`src/rtl/load_store_unit_pkg.sv`:
```
// load_store_unit_pkg: size encodings, FSM states and the alignment rule shared by the LSU.
package load_store_unit_pkg;
  localparam int ADDR_W_DEF = 7;
  typedef enum logic [1:0] {SZ_BYTE = 2'b00, SZ_HALF = 2'b01, SZ_WORD = 2'b10, SZ_INV = 2'b11} size_e;
  typedef enum logic [2:0] {IDLE, READ, WRITE, RESP, ERR} state_e;
  function automatic logic bad_access(input logic [1:0] size, input logic [1:0] addr);
    return size == SZ_INV || (size == SZ_HALF && addr[0]) || (size == SZ_WORD && addr != 2'b00);
  endfunction
endpackage

```
`src/rtl/load_store_unit_if.sv`:
```
// load_store_unit_if: request/response handshake plus the word-memory pins driven by the LSU.
interface load_store_unit_if
  import load_store_unit_pkg::*;
#(parameter int ADDR_W = ADDR_W_DEF);
  logic              req_valid;
  logic              req_ready;
  logic              req_we;
  logic [1:0]        req_size;
  logic              req_unsigned;
  logic [ADDR_W+1:0] req_addr;
  logic [31:0]       req_wdata;
  logic              resp_valid;
  logic [31:0]       resp_rdata;
  logic              resp_err;
  logic [ADDR_W-1:0] mem_address;
  logic [31:0]       mem_data_in;
  logic              mem_rw;
  logic [31:0]       mem_data_out;
  modport slave (
    input  req_valid, req_we, req_size, req_unsigned, req_addr, req_wdata, mem_data_out,
    output req_ready, resp_valid, resp_rdata, resp_err, mem_address, mem_data_in, mem_rw
  );
  modport master (
    output req_valid, req_we, req_size, req_unsigned, req_addr, req_wdata, mem_data_out,
    input  req_ready, resp_valid, resp_rdata, resp_err, mem_address, mem_data_in, mem_rw
  );
endinterface

```
`src/rtl/load_store_unit_lane_align.sv`:
```
// lsu_lane_align: extracts and extends the addressed lane for loads, merges store data into a word.
module lsu_lane_align
  import load_store_unit_pkg::*;
(
  input  logic [31:0] i_word,
  input  logic [1:0]  i_addr,
  input  logic [1:0]  i_size,
  input  logic        i_unsigned,
  input  logic [31:0] i_wdata,
  output logic [31:0] o_rdata,
  output logic [31:0] o_merged
);
  logic [7:0]  w_byte;
  logic [15:0] w_half;
  always_comb begin
    w_byte = i_word[{i_addr, 3'b000} +: 8];
    w_half = i_addr[1] ? i_word[31:16] : i_word[15:0];
    o_rdata = i_size == SZ_BYTE ? {{24{w_byte[7] & ~i_unsigned}}, w_byte}
            : i_size == SZ_HALF ? {{16{w_half[15] & ~i_unsigned}}, w_half}
            : i_word;
    o_merged = i_size == SZ_WORD ? i_wdata : i_word;
    if (i_size == SZ_BYTE) o_merged[{i_addr, 3'b000} +: 8] = i_wdata[7:0];
    if (i_size == SZ_HALF) o_merged[{i_addr[1], 4'b0000} +: 16] = i_wdata[15:0];
  end
endmodule

```
`src/rtl/load_store_unit.sv`:
```
// load_store_unit: byte/half/word loads and stores onto a word memory; sub-word stores are read-modify-write.
module load_store_unit
  import load_store_unit_pkg::*;
#(parameter int ADDR_W = ADDR_W_DEF)
(
  input  logic             clk,
  input  logic             rst_n,
  load_store_unit_if.slave bus
);
  state_e            r_state;
  logic              r_we;
  logic [1:0]        r_size;
  logic              r_uns;
  logic [1:0]        r_addr_lo;
  logic [31:0]       r_wdata;
  logic              r_mem_rw;
  logic [ADDR_W-1:0] r_mem_address;
  logic [31:0]       r_mem_data_in;
  logic              r_resp_valid;
  logic [31:0]       r_resp_rdata;
  logic              r_resp_err;
  logic [31:0]       w_rdata;
  logic [31:0]       w_merged;
  lsu_lane_align u_align (
    .i_word     (bus.mem_data_out),
    .i_addr     (r_addr_lo),
    .i_size     (r_size),
    .i_unsigned (r_uns),
    .i_wdata    (r_wdata),
    .o_rdata    (w_rdata),
    .o_merged   (w_merged)
  );
  assign bus.req_ready   = r_state == IDLE;
  assign bus.mem_rw      = r_mem_rw;
  assign bus.mem_address = r_mem_address;
  assign bus.mem_data_in = r_mem_data_in;
  assign bus.resp_valid  = r_resp_valid;
  assign bus.resp_rdata  = r_resp_rdata;
  assign bus.resp_err    = r_resp_err;
  always_ff @(posedge clk) begin
    if (!rst_n) begin
      r_state       <= IDLE;
      r_mem_rw      <= 1'b0;
      r_mem_address <= '0;
      r_mem_data_in <= '0;
      r_resp_valid  <= 1'b0;
      r_resp_rdata  <= '0;
      r_resp_err    <= 1'b0;
    end else begin
      r_mem_rw     <= 1'b0;
      r_resp_valid <= 1'b0;
      r_resp_err   <= 1'b0;
      r_resp_rdata <= '0;
      case (r_state)
        IDLE: if (bus.req_valid) begin
          r_we      <= bus.req_we;
          r_size    <= bus.req_size;
          r_uns     <= bus.req_unsigned;
          r_addr_lo <= bus.req_addr[1:0];
          r_wdata   <= bus.req_wdata;
          if (bad_access(bus.req_size, bus.req_addr[1:0])) begin
            r_state      <= ERR;
            r_resp_valid <= 1'b1;
            r_resp_err   <= 1'b1;
          end else begin
            r_mem_address <= bus.req_addr[ADDR_W+1:2];
            if (bus.req_we && bus.req_size == SZ_WORD) begin
              r_state       <= WRITE;
              r_mem_rw      <= 1'b1;
              r_mem_data_in <= bus.req_wdata;
            end else r_state <= READ;
          end
        end
        // Memory read data is valid in this cycle; loads respond, sub-word stores write back the merge
        READ: if (r_we) begin
          r_state       <= WRITE;
          r_mem_rw      <= 1'b1;
          r_mem_data_in <= w_merged;
        end else begin
          r_state      <= RESP;
          r_resp_valid <= 1'b1;
          r_resp_rdata <= w_rdata;
        end
        WRITE: begin
          r_state      <= RESP;
          r_resp_valid <= 1'b1;
        end
        default: r_state <= IDLE;
      endcase
    end
  end
endmodule

```
`src/flat_wrapper.sv`:
```
// flat-port wrapper written by rule: the top's interface ports become plain ports
module load_store_unit_flat import load_store_unit_pkg::*;
#(parameter int ADDR_W = ADDR_W_DEF)
  (clk, rst_n, bus_req_valid, bus_req_we, bus_req_size, bus_req_unsigned, bus_req_addr, bus_req_wdata, bus_mem_data_out, bus_req_ready, bus_resp_valid, bus_resp_rdata, bus_resp_err, bus_mem_address, bus_mem_data_in, bus_mem_rw);
  load_store_unit_if #(.ADDR_W(ADDR_W)) bus_i ();
  input  logic clk;
  input  logic rst_n;
  input wire logic [$bits(bus_i.req_valid)-1:0] bus_req_valid;
  input wire logic [$bits(bus_i.req_we)-1:0] bus_req_we;
  input wire logic [$bits(bus_i.req_size)-1:0] bus_req_size;
  input wire logic [$bits(bus_i.req_unsigned)-1:0] bus_req_unsigned;
  input wire logic [$bits(bus_i.req_addr)-1:0] bus_req_addr;
  input wire logic [$bits(bus_i.req_wdata)-1:0] bus_req_wdata;
  input wire logic [$bits(bus_i.mem_data_out)-1:0] bus_mem_data_out;
  output wire logic [$bits(bus_i.req_ready)-1:0] bus_req_ready;
  output wire logic [$bits(bus_i.resp_valid)-1:0] bus_resp_valid;
  output wire logic [$bits(bus_i.resp_rdata)-1:0] bus_resp_rdata;
  output wire logic [$bits(bus_i.resp_err)-1:0] bus_resp_err;
  output wire logic [$bits(bus_i.mem_address)-1:0] bus_mem_address;
  output wire logic [$bits(bus_i.mem_data_in)-1:0] bus_mem_data_in;
  output wire logic [$bits(bus_i.mem_rw)-1:0] bus_mem_rw;
  assign bus_i.req_valid = bus_req_valid;
  assign bus_i.req_we = bus_req_we;
  assign bus_i.req_size = bus_req_size;
  assign bus_i.req_unsigned = bus_req_unsigned;
  assign bus_i.req_addr = bus_req_addr;
  assign bus_i.req_wdata = bus_req_wdata;
  assign bus_i.mem_data_out = bus_mem_data_out;
  assign bus_req_ready = bus_i.req_ready;
  assign bus_resp_valid = bus_i.resp_valid;
  assign bus_resp_rdata = bus_i.resp_rdata;
  assign bus_resp_err = bus_i.resp_err;
  assign bus_mem_address = bus_i.mem_address;
  assign bus_mem_data_in = bus_i.mem_data_in;
  assign bus_mem_rw = bus_i.mem_rw;
  load_store_unit #(.ADDR_W(ADDR_W)) u_core (.clk(clk), .rst_n(rst_n), .bus(bus_i));
endmodule
```
`config.mk`:
```
export PLATFORM = sky130hd
export DESIGN_NAME = load_store_unit_flat
export DESIGN_NICKNAME = d
export VERILOG_FILES = /design/src/rtl/load_store_unit_pkg.sv /design/src/rtl/load_store_unit_if.sv /design/src/rtl/load_store_unit_lane_align.sv /design/src/rtl/load_store_unit.sv /design/src/flat_wrapper.sv
export SDC_FILE = /design/constraint.sdc
export NUM_CORES = 1
export LEC_CHECK = 0
export CORE_AREA = 5 5 119 121
export CTS_CLUSTER_SIZE = 25
export DETAILED_ROUTE_END_ITERATION = 16
export DIE_AREA = 0 0 124 126
export PLACE_DENSITY = 0.83
export SLEW_MARGIN = 20
export SYNTH_ARGS = -nofsm -noshare
export SYNTH_HDL_FRONTEND = slang
export SYNTH_SLANG_ARGS = --single-unit
```
`constraint.sdc`:
```
create_clock -name clk -period 2.5 [get_ports clk]
set_clock_uncertainty 0.15 [all_clocks]
set_input_delay 0.5 -clock clk [delete_from_list [all_inputs] [get_ports clk]]
set_output_delay 0.5 -clock clk [all_outputs]
set_load 0.01 [all_outputs]
```
### Word level (Yosys, flattened, before mapping)

Cells that the tools add are included.

| storage, ports and cells | value |
|---|---|
| bits in registers | 115 |
| input port bits | 80 |
| output and inout bits | 75 |
| logic and storage cells | 77 |

| cells by class | value |
|---|---|
| add/subtract/negate cells | 2 |
| equality and inequality tests | 11 |
| shift operators | 5 |
| multiplexer cells | 27 |
| bitwise gates (word level) | 6 |
| reduce and logical (&&, ||, !) cells | 14 |

Operators by type and width:

| cell | count |
|---|---|
| $mux W32 | 9 |
| $bwmux W32 | 2 |
| $pmux W32 S2 | 1 |
| $shift A16 B7 Y32 const A | 1 |
| $shift A8 B7 Y32 const A | 1 |
| $shiftx A16 B7 Y32 | 1 |
| $shiftx A32 B6 Y8 | 1 |
| $shiftx A8 B7 Y32 | 1 |
| $mux W16 | 1 |
| $neg A5 Y7 | 2 |
| $pmux W3 S3 | 1 |
| $mux W1 | 8 |
| $eq A2 B2 Y1 const B | 3 |
| $mux W3 | 2 |
| $reduce_and A3 Y1 | 2 |
| $reduce_and A5 Y1 | 1 |
| $eq A2 B1 Y1 const B | 2 |
| $ne A2 B1 Y1 const B | 2 |
| $ne A2 B2 Y1 const B | 2 |
| $not A1 Y1 | 4 |
| $reduce_bool A2 Y1 | 2 |
| $eq A3 B1 Y1 const B | 1 |
| $eq A3 B2 Y1 const B | 1 |
| $logic_and A1 B1 Y1 | 3 |
| other kinds (9) | 11 |

### Logic depth before layout (Yosys ltp)

| depth | value |
|---|---|
| depth after elaboration | 8 |
| mapped depth | 10 |
| gate-level depth less buffers | 7 |

### Modules after synthesis

A second synthesis with hierarchy kept.

| unflattened totals | value |
|---|---|
| cell total of the unflattened synthesis | 626 |
| area, all modules | 5,994.5 µm² |

By module, submodules not included:

| module | instances | cells an instance | area an instance (µm²) | sequential area each (µm²) |
|---|---|---|---|---|
| load_store_unit | 1 | 360 | 4,267.8 | 2,682.6 |
| lsu_lane_align | 1 | 266 | 1,726.7 | 0.0 |

### Worst setup path before layout

OpenSTA, ideal clock, no wires.

| timing | value |
|---|---|
| kind | flip-flop to flip-flop |
| start | register u_core.r_addr_lo[1] |
| end | register u_core.r_mem_data_in[19], in the netlist u_core.bus.mem_data_in[19] |
| setup time | 66 ps |
| arrival time | 2,410 ps |
| required time | 2,284 ps |
| path slack | -126 ps |
| stages on the path, launching flop included | 10 |
| path buffers | 2 |
| period minus slack after synthesis | 2,626 ps |
| cells stage by stage | edfxtp_1 > clkbuf_1 > buf_2 > inv_1 > ha_1 > or4b_4 > a221oi_4 > o21ai_2 > a2bb2oi_1 > a21oi_2 |

| between the ends | value |
|---|---|
| longest elaborated chain between the ends | 8 |
| elaborated cells on any way between the ends | 12 |
| classes of those cells | add/sub (2); shift (4); mux (6) |

RTL lines:

| element | line | text |
|---|---|---|
| start: declaration | load_store_unit.sv:14 | `logic [1:0] r_addr_lo;` |
| start signal: assignment | load_store_unit.sv:59 | `r_addr_lo <= bus.req_addr[1:0];` |
| $neg A5 Y7 | load_store_unit_lane_align.sv:22 | `if (i_size == SZ_BYTE) o_merged[{i_addr, 3'b000} +: 8] = i_wdata[7:0];` |
| $shiftx A8 B7 Y32 or $shift A8 B7 Y32 (tied branches) | load_store_unit_lane_align.sv:22 |  |
| $bwmux W32 | load_store_unit_lane_align.sv:22 |  |
| $mux W32 | load_store_unit_lane_align.sv:22 |  |
| $bwmux W32 | load_store_unit_lane_align.sv:23 | `if (i_size == SZ_HALF) o_merged[{i_addr[1], 4'b0000} +: 16] = i_wdata[15:0];` |
| $mux W32 (*) | load_store_unit_lane_align.sv:23 |  |
| $mux W32 (*) | load_store_unit.sv:75 | `READ: if (r_we) begin` |
| $pmux W32 S2 (*) | load_store_unit.sv:54 | `case (r_state)` |
| end signal: assignment | load_store_unit.sv:70 | `r_mem_data_in <= bus.req_wdata;` |
| end signal: assignment | load_store_unit.sv:78 | `r_mem_data_in <= w_merged;` |
| end: declaration | load_store_unit.sv:18 | `logic [31:0] r_mem_data_in;` |

Every way passes the cells marked *; elsewhere a longest branch is shown, timed or not. The select of a mux whose other input is x is not followed.
A chain may end at the register's enable or synchronous reset.

### Worst setup path after layout

| timing | value |
|---|---|
| start | register u_core.r_addr_lo[1] |
| end | register u_core.r_mem_data_in[18], in the netlist u_core.bus.mem_data_in[18] |

The elaborated chain is that of the path after synthesis.

==> results.md <==
* Post-layout util at 0.605
* Skew-Pair Late Insertion Delay at 0.42 ns
* # rows at 42
* Synth Area per Inst at 10.1 sq um
* Startpoint Class: register
* CP max FO at 7
* Max_slew headroom at 0.653
* CTS root buf: clkbuf_16
* Post-cts resize count at 0
* First-pass GRT wire length at 28.1 mm
* Post-synthesis net count at 634
* Routability cong. at 0.924
* Wirelength per Cell at 20.5 microns
* Adder-Cell Fraction of Synth Area at 0.0113
* Data arrival time of the critical path at 2.52 ns
* FILL cells at 1059
* Prevailing post-synth register cell: dfxtp_1
* Simple-Gate Fraction of Synth Area at 0.117
* Peak VDD IR at 0.455 mV
* Fin crit period at 2.34 ns
* Clk sink count at 115
* Leakage power at 3.00 nW
* Power Dens Cells at 662 nW/um^2
* Hold crit path type: reg -> reg
* DR vias/cell at 5.66
* Multiplexer area fraction after synthesis at 0.105
* Initial DRC Count at 662
* Top post-synthesis cells by area: dfxtp_1 28%, edfxtp_1 21%, a21oi_1 7.1%, mux2i_1 4.3%, nand2_1 4.1%
* Setup Viol. Count Final at 0
* Worst-path clk slew at 0.05 ns
* Area delta synth->final at 42.1%
* Number of synthesized flops with an enable pin at 38
* Die width at 124 microns
* Yosys warns at 0
* Worst slack, placed at 0.111 ns
* H-tree depth at 4
* Fin Setup TNS at 0 ns
* Yosys reg bits at 115
* Worst Reg2Reg Path Length in Cells at 7
* Yosys top cell area share at 0.279
* Status: complete, no violations
* Initial cell density of the core at 0.426
* RSZ-0062 raised after global routing: no
* # DRC at 0
* Crit. End Element: register
* Number of I/O pins at 155
* DR vias at 5088
* Post-CTS Setup Bufs at 0
* Post-DP HPWL at 13.8 mm
* Final Worst Setup Slack at 0.164 ns
* Mapped Area at 5530 sq um
* Slew Limit Fails at 0
* Slowest cell delay on critical path at 0.49 ns
* Top cell type by total area after synthesis: dfxtp_1
* Critical path type: reg -> reg
* Gr usage total at 0.235
* Core area at 13000 sq um
* Synthesized instance count at 549
* Max-cap violations at 0
* Detailed Routing Iterations Pass 1 at 5
* GRT overflow at 0
* Share of post-route cells with drive strength above 1 at 0.133
* Cts hold-fix bufs at 0
* Fmax at 428 MHz
* Die area at 15600 sq um
* Largest family of logic cells by synthesized area: compound AO/OA/AOI/OAI gates
* PortBufs at 154
* Req. time, crit path at 2.68 ns
* Post-synth ARST share at 0
* Tightest Pin Transition at 0.520 ns
* Synth Area in Compound Gates at 0.230
* Initial antenna violation count at 0
* Post-Synth XOR/XNOR Area at 0
* Routed WL at 18.4 mm
* Fin. Hold Viols at 0
* ANT cells at 0
* Die H at 126 microns
* Largest net degree at the start of global routing at 42
* Register area share after synthesis at 0.485
* Worst-path cell chain: inv_1, ha_1, or4b_4, a221oi_4, buf_4, a21oi_1, o21ai_0
* Tcrit/Tclk final at 0.934
* CTS buffer count at 17
* Min-Delay Path Depth at 2
* Post-route antenna net violation count at 0
* Clock Tree Buf Depth at 2
* # nets final at 795
* Vias in the first global route at 5058
* Critical Path Slowest Stage Cell: or4b_4
* CTS tree: yes
* Synth unique cells at 57
==> Yosys cell counts, types with 2 or more instances <==
cell,count
mux2i_1,24
o22ai_1,2
buf_4,4
a21o_1,4
a221o_1,8
o211ai_1,8
buf_6,5
nor2b_1,9
buf_2,10
o21ai_1,2
a31oi_1,3
a211oi_1,9
nor2_1,14
ha_1,5
mux4_2,8
a2bb2oi_1,9
o221a_2,6
nand2b_1,10
nor3b_1,2
inv_1,12
nor3_1,3
mux2_2,14
edfxtp_1,38
clkbuf_1,23
dfxtp_1,77
a22oi_1,10
a21oi_1,78
nand2_1,60
buf_1,2
nand3_1,11
a221oi_1,6
nand4b_1,5
o21ai_0,43
and3b_1,2
==> worst paths after layout <==
path / from / to / slack, ns
worst min register to register: u_core.bus.mem_data_in[17]$_SDFFE_PN0P_ / u_core.bus.mem_data_in[17]$_SDFFE_PN0P_ / 0.30
worst max-delay path: u_core.r_addr_lo[1]$_DFFE_PP_ / u_core.bus.mem_data_in[18]$_SDFFE_PN0P_ / 0.16
worst max register to register: u_core.r_addr_lo[1]$_DFFE_PP_ / u_core.bus.mem_data_in[18]$_SDFFE_PN0P_ / 0.16
worst min-delay path: u_core.bus.mem_data_in[17]$_SDFFE_PN0P_ / u_core.bus.mem_data_in[17]$_SDFFE_PN0P_ / 0.30
==> metrics by stage <==
stage	std cells	hold slack [ns]	instance area (sq um)	power [mW]
after detailed placement	867	0.291	7340	3.07
after global routing	899	0.335	7860	5.39
after global placement	867	0.290	7340	3.05
after CTS	899	0.298	7860	5.21
final	899	0.299	7860	5.20
after floorplan	549	0.321	5530	2.61
==> final cells by class <==
class	instances	area, sq um	share of cell area
flip-flops and latches	115	2680	0.341
well taps	176	220	0.0280
clock inverters	6	30.0	0.00382
repair buffers	187	1830	0.232
inverters	12	45.0	0.00573
multi-input cells	377	2560	0.326
clock buffers	26	489	0.0623
==> power by group <==
| part | total (mW) | internal [mW] | leakage [nW] | switching (mW) |
|---|---|---|---|---|
| Sequential | 2.11 | 2.04 | 0.976 | 0.0682 |
| Combinational | 0.932 | 0.461 | 1.76 | 0.472 |
| Clock | 2.15 | 1.33 | 0.262 | 0.822 |
==> cell families after synthesis <==
family | count (synthesis)
adder cells (fa/ha/maj) | 5
AO/OA/AOI/OAI | 198
AND/OR/NAND/NOR | 128
multiplexers | 46
flip-flops | 115
buffers and inverters | 57
==> cells in the final DEF (no fill, tap or decap), drive strengths merged, types with 11 or more instances in the layout <==
cell type      synthesis  routed
nand3                 11      11
a21oi                 79      79
mux2                  14      14
clkbuf                24      26
buf                   21      33
inv                   12      12
edfxtp                38      38
nand2                 60      60
nor2                  14      14
dfxtp                 77      77
o21ai                 47      47
mux2i                 24      24
clkdlybuf4s50          0     154
==> worst max-delay path, delay by kind of cell (launching register included) <==
family                     cells  cell delay, ns
and+or+nand+nor                1            0.49
DFF                            1            0.35
adders and majority gates      1            0.36
buffers and inverters          2            0.32
AOI/OAI and AO/OA              3            0.58
==> sequential cells by signal, indices dropped and copies added (netlist names) <==
register	count
u_core.bus.mem_data_in	32
u_core.bus.resp_rdata	32
u_core.r_wdata	32
u_core.bus.mem_address	7
u_core.r_state	3
u_core.r_addr_lo	2
u_core.r_size	2
u_core.bus.mem_rw	1
u_core.bus.resp_err	1
u_core.bus.resp_valid	1
u_core.r_uns	1
u_core.r_we	1
==> per-layer routing <==
| layer | GRT usage | vias to the layer above | wire (microns) |
|---|---|---|---|
| met1 | 0.319 | 2387 | 7860 |
| met3 | 0.0628 | 44 | 1710 |
| li1 | - | 2375 | - |
| met2 | 0.357 | 282 | 8360 |
| met4 | 0.0941 | 0 | 517 |
| met5 | 0 | - | 0 |
(Power assumes the default switching activity.)
